--- config.mk ---
export PLATFORM = sky130hd
export DESIGN_NAME = mult_share_arbiter
export DESIGN_NICKNAME = d
export VERILOG_FILES = /design/src/rtl/mult_pkg.sv /design/src/rtl/rr_arbiter.sv /design/src/rtl/mult_share_arbiter.sv
export SDC_FILE = /design/constraint.sdc
export NUM_CORES = 1
export LEC_CHECK = 0
export ABC_CLOCK_PERIOD_IN_PS = 2400
export BUFFER_PORTS_ARGS = -buffer_cell sky130_fd_sc_hd__buf_2
export CORE_AREA = 2 2 182 184
export DETAILED_ROUTE_END_ITERATION = 8
export DIE_AREA = 0 0 184 186
export GPL_TIMING_DRIVEN = 0
export HOLD_SLACK_MARGIN = 0.03
export PLACE_DENSITY = 0.42
export SLEW_MARGIN = 10
export SYNTH_ARGS = -nofsm -noshare
export SYNTH_HDL_FRONTEND = slang
export SYNTH_SLANG_ARGS = --single-unit
export TNS_END_PERCENT = 1
--- constraint.sdc ---
create_clock -name clk -period 2.4 [get_ports clk]
set_input_delay 0.6 -clock clk [delete_from_list [all_inputs] [get_ports clk]]
set_output_delay 0.6 -clock clk [all_outputs]
set_load 0.02 [all_outputs]
--- src/rtl/mult_pkg.sv ---
// Shared widths, sign-magnitude types and the in-flight tag record used by the
// multiplier-sharing arbiter.
package mult_pkg;

   localparam int WORD_W   = 32;
   localparam int PROD_W   = 64;
   localparam int SIGN_BIT = WORD_W - 1;
   // Wide enough for the largest supported requester count (8).
   localparam int ID_W     = 3;

   typedef logic [WORD_W-1:0] sm_word_t;
   typedef logic [PROD_W-1:0] sm_prod_t;

   typedef struct packed {
      logic            valid;
      logic [ID_W-1:0] id;
   } tag_t;

endpackage

--- src/rtl/rr_arbiter.sv ---
// Combinational round-robin picker: the first set request at or after ptr wins,
// wrapping from NUM_REQ-1 back to 0. The pointer register lives in the parent.
module rr_arbiter
   import mult_pkg::*;
#(
   parameter int NUM_REQ = 4
)
(
   input  logic [NUM_REQ-1:0] req,
   input  logic [ID_W-1:0]    ptr,
   output logic [NUM_REQ-1:0] grant,
   output logic [ID_W-1:0]    grant_id,
   output logic               grant_any
);

   int cand;

   always_comb begin
      grant     = '0;
      grant_id  = '0;
      grant_any = 1'b0;
      cand      = 0;
      for (int k = 0; k < NUM_REQ; k++) begin
         cand = int'(ptr) + k;
         if (cand >= NUM_REQ) cand = cand - NUM_REQ;
         for (int i = 0; i < NUM_REQ; i++) begin
            if (!grant_any && (i == cand) && req[i]) begin
               grant_any = 1'b1;
               grant[i]  = 1'b1;
               grant_id  = ID_W'(i);
            end
         end
      end
   end

endmodule

--- src/rtl/mult_share_arbiter.sv ---
// Shares one registered sign-magnitude multiplier among NUM_REQ requesters and
// steers each product back to its requester after LATENCY cycles.
module mult_share_arbiter
   import mult_pkg::*;
#(
   parameter int NUM_REQ = 4,
   parameter int LATENCY = 2
)
(
   input  logic                    clk,
   input  logic                    rst,
   input  logic [NUM_REQ-1:0]      req_valid,
   input  logic [NUM_REQ*32-1:0]   req_a,
   input  logic [NUM_REQ*32-1:0]   req_b,
   output logic [NUM_REQ-1:0]      req_ready,
   output logic [NUM_REQ-1:0]      rsp_valid,
   output logic [63:0]             rsp_data,
   output logic [31:0]             mul_in1,
   output logic [31:0]             mul_in2,
   input  logic [63:0]             mul_out,
   output logic                    busy
);

   logic [ID_W-1:0]    ptr;
   logic [NUM_REQ-1:0] req_gated;
   logic [NUM_REQ-1:0] grant;
   logic [ID_W-1:0]    grant_id;
   logic               grant_any;
   sm_word_t           op_a;
   sm_word_t           op_b;
   tag_t               tag_q [LATENCY];
   tag_t               tag_last;

   // Handshake: a transfer happens on slot i when req_valid[i] & req_ready[i]
   // in the same cycle. req_ready is one-hot, depends only on req_valid and
   // ptr, and is low whenever rst is high. Responses have no ready: rsp_valid
   // is a single-cycle strobe that the requester must take.
   assign req_gated = req_valid & {NUM_REQ{~rst}};

   rr_arbiter #(.NUM_REQ(NUM_REQ)) u_arb (
      .req       (req_gated),
      .ptr       (ptr),
      .grant     (grant),
      .grant_id  (grant_id),
      .grant_any (grant_any)
   );

   assign req_ready = grant;

   always_comb begin
      op_a = '0;
      op_b = '0;
      for (int i = 0; i < NUM_REQ; i++) begin
         if (grant[i]) begin
            op_a = req_a[i*WORD_W +: WORD_W];
            op_b = req_b[i*WORD_W +: WORD_W];
         end
      end
   end

   assign mul_in1 = op_a;
   assign mul_in2 = op_b;

   // The tag pipe mirrors the multiplier's register stages so the id emerges
   // alongside its product; it never reorders.
   always_ff @(posedge clk) begin
      if (rst) begin
         ptr <= '0;
         for (int s = 0; s < LATENCY; s++) tag_q[s] <= '0;
      end else begin
         if (grant_any)
            ptr <= (grant_id == ID_W'(NUM_REQ - 1)) ? '0 : grant_id + ID_W'(1);
         tag_q[0] <= '{valid: grant_any, id: grant_id};
         for (int s = 1; s < LATENCY; s++) tag_q[s] <= tag_q[s-1];
      end
   end

   assign tag_last = tag_q[LATENCY-1];

   always_comb begin
      rsp_valid = '0;
      for (int i = 0; i < NUM_REQ; i++) begin
         if (tag_last.valid && (tag_last.id == ID_W'(i))) rsp_valid[i] = 1'b1;
      end
   end

   assign rsp_data = mul_out;

   always_comb begin
      busy = 1'b0;
      for (int s = 0; s < LATENCY; s++) busy = busy | tag_q[s].valid;
   end

endmodule
==> results by group <==
CTS
  • Clock tree from TritonCTS: done
  • Clock transition time at the flip-flop clock pins of the worst setup and hold paths: 0.04 ns
  • Sink Count: 8
  • Clock tree buffer depth: 2
  • TritonCTS buffer count: 3
  • Number of H-tree branching levels: 1
  • Clk root buf: clkbuf_16
  • Worst-skew pair later-pin latency: 0.23 ns

Worst setup path
  • Crit path DAT: 2.17 ns
  • Delay of the slowest critical-path stage: approximately 0.21 ns
  • Most frequent cell on the critical path: buf_8
  • Cell-by-cell trace of the critical path: buf_8 > o21a_1 > nor3_4 > buf_8 > buf_12 > buf_8 > a21o_1 > a222oi_1 > nor2_1 > buf_4
  • Slowest cell on crit path: o21a_1
  • Largest driver fanout on the critical path: 10
  • Worst setup SP type: input pin
  • Endpoint required time on the critical path: 1.80 ns
  • Capturing element type of the critical path: output pin
  • Critical Setup Path Class: in2out

Timing
  • Achievable Freq: 362 MHz
  • Sum Neg Setup Slack: -16.44 ns
  • Final worst-path cycle share: 1.15
  • Measured slew at the worst slew-check pin: 0.472 ns
  • Count of pins over their slew limit: 0
  • Worst setup slack after layout: -0.366 ns
  • Worst slack on hold paths: 0.429 ns
  • RSZ-0062 raised after global routing: yes
  • Setup-violating endpoint count in the final report: 64
  • Period minus WS final: around 2.8 ns
  • Max-slew headroom: 0.685
  • Worst Clk Skew: 0.000883 ns
  • Final hold violation count: 0

GRT
  • Number of global-route vias before repair: between 4k and 5k
  • Gr ovfl total: 0
  • Largest net degree at the start of global routing: 11
  • Initial antenna violation count: 0
  • Total routing resource utilization after global routing: 0.106
  • Wire length of the first global-routing pass: 27400 um

Place
  • Post-Place Worst Slack: -0.909 ns
  • Final Wtd Congestion: 0.773
  • Post-detailed-placement cell area: 5350 um^2
  • Detailed Place HPWL: 16500 um
  • PortBufs: a little under 400

Finish
  • Post-route cell area: 6270 um^2
  • Total area of sequential cells: 165 um^2
  • Fraction of layout cells with a size suffix above 1: 0.645
  • Fillcell total: 3723
  • Area overhead of the layout relative to synthesis: 120%
  • Nets@finish: 1191
  • Total area of multi-input combinational cells: 2060 um^2
  • Inserted Diodes: 0

Synthesis
  • Ys flop type: dfxtp_1
  • Proportion of synthesized flip-flops having asynchronous set or reset: 0
  • Number of distinct standard cells referenced by the synthesized netlist: 39
  • Part of the Yosys area used for sequential elements: 0.0562
  • Cell type with the highest aggregate area in the netlist: a222oi_1
  • Netlist area before placement: 2850 um^2
  • Cell with the most instances after synthesis: nor2_1
  • Fraction of post-synthesis cell area in the top cell type by area: 0.225
  • Cells after synthesis: 434
  • Post-synth EDFFs: 0
  • Flops & latches, synth: 8
  • Leading post-synthesis cells by cell area: a222oi_1, buf_4, nor2_1
  • Post-Synthesis Mean Instance Area: around 6.6 um^2
  • Synth cell count leaders: nor2_1, buf_4, a21o_1, a222oi_1, buf_2
  • Number of nets in the synthesized netlist: 761
  • Count of yosys warnings during synthesis: 0

Drt
  • Final wirelength: 20400 um
  • Iteration count of the initial detailed-routing pass: 7
  • Starting DRC count in detailed routing: 379
  • Final routed wire length divided by cell count: 16.1 um
  • Post-route ant nets: 0
  • Residual DRC: 0
  • Mean number of vias per cell: 3.91
  • Vias: 4968

Die
  • Number of cell rows: 66
  • Die Ht: 186 um
  • I/O pins: 463
  • Standard cell core area: ~32000 um^2
  • Horizontal extent of the die: 184 um
  • Initial core utilization: 0.0884
  • Die area: 34200 um^2

Pwr
  • VDD IR max: about 0.00022 V
  • Post-layout total power: 3.20 mW
  • Relative contribution of the clock network to total power: 0.086
  • Switch share: 0.484
  • Part of the power in registers: 0.061
  • Int Power: 1.65 mW
  • LEAKAGE: ~3.8 nW
  • Switching Power: 1.55 mW
  • Pwr Density: 510 nW/um^2
  • Share of power burned in combinational logic: 0.854

Outcome
  • Violated checks: negative setup slack
  • Outcome: complete, but fails checks

Worst hold path
  • Class of the tightest hold or removal check: reg2reg

Run
  • Max_cap viols: 0
worst max-delay path: cells and delay by family:
kind	cells	cell delay, ns
buffers and inverters	5	0.72
AO/OA/AOI/OAI	3	0.48
AND/OR/NAND/NOR	2	0.35
registers in the layout (all words and copies together), names as in the netlist:
register	count
ptr	2
tag_q	6
worst paths after layout:
path	startpoint	cells past startpoint	to	slack, ns
min	tag_q[0][1]	1	tag_q[0][5]	0.43
max	req_valid[0]	10	mul_in2[27]	-0.37
max reg2reg	ptr[1]	10	ptr[0]	0.21
min reg2reg	tag_q[0][1]	1	tag_q[0][5]	0.43
cells in the final DEF, fill, tap and decap left out, types with 2 or more instances in the layout:
cell and count:
clkbuf_2 3, clkbuf_4 2, buf_6 16, nor2_2 3, nor2b_1 3, a222oi_1 64
o21ai_2 3, buf_8 11, buf_2 350, nand2_1 3, nor2_1 132, buf_12 8
a21o_1 64, nand2b_1 5, a211o_1 3, o21ai_0 5, buf_4 137, a21oi_1 2
nor3b_1 2, dfxtp_1 6, buf_16 2, clkbuf_16 5
power by group through the flow:
stage	Sequential (mW)	Combinational [mW]	Clock [mW]
2_1_floorplan	0.175	1.40	0
3_3_place_gp	0.183	2.28	0
3_5_place_dp	0.182	2.27	0
4_1_cts	0.187	2.69	0.280
5_1_grt	0.197	2.95	0.293
6_report	0.194	2.73	0.275
layout make-up:
class | instances | area share
Buffer | 108 | 0.155
Clock buffer | 3 | 0.0120
Inverter | 4 | 0.00339
Multi-Input combinational cell | 314 | 0.328
Sequential cell | 8 | 0.0263
Tap cell | 408 | 0.0814
Timing Repair Buffer | 425 | 0.393
cell families (layout without fill, tap and decap cells):
family / after synthesis / in the layout / share of synthesized area
AND/OR/NAND/NOR: 162 / 162 / 0.235
AO/OA/AOI/OAI: 149 / 149 / 0.445
buffers and inverters: 112 / 540 / 0.252
flip-flops: 8 / 8 / 0.0562
multiplexers: 2 / 2 / 0.00747
adder cells (fa/ha/maj): 1 / 1 / 0.00439
layer usage:
metal / wire [um] / up-vias / global-route usage
met5: 0 / - / 0
met4: 134 / 0 / 0.0125
met3: 1180 / 8 / 0.00920
met2: 10900 / 274 / 0.208
met1: 8210 / 2262 / 0.127
li1: - / 2424 / -
per-stage QoR:
step	util	cells
2_1_floorplan	-	434
3_3_place_gp	0.166	1240
4_1_cts	0.191	1265
3_5_place_dp	0.166	1240
5_1_grt	0.195	1270
6_report	0.195	1270
timing repair:
| action | CTS | global route |
|---|---|---|
| endpoints found under the setup margin | 69 | 68 |
| setup buffers | 19 | 4 |
| gates cloned | 3 | 1 |
| pin swaps | 33 | 14 |
| gates resized for setup | 154 | 26 |
| hold buffers | 0 | 0 |
Power figures use the tool's default switching activity.
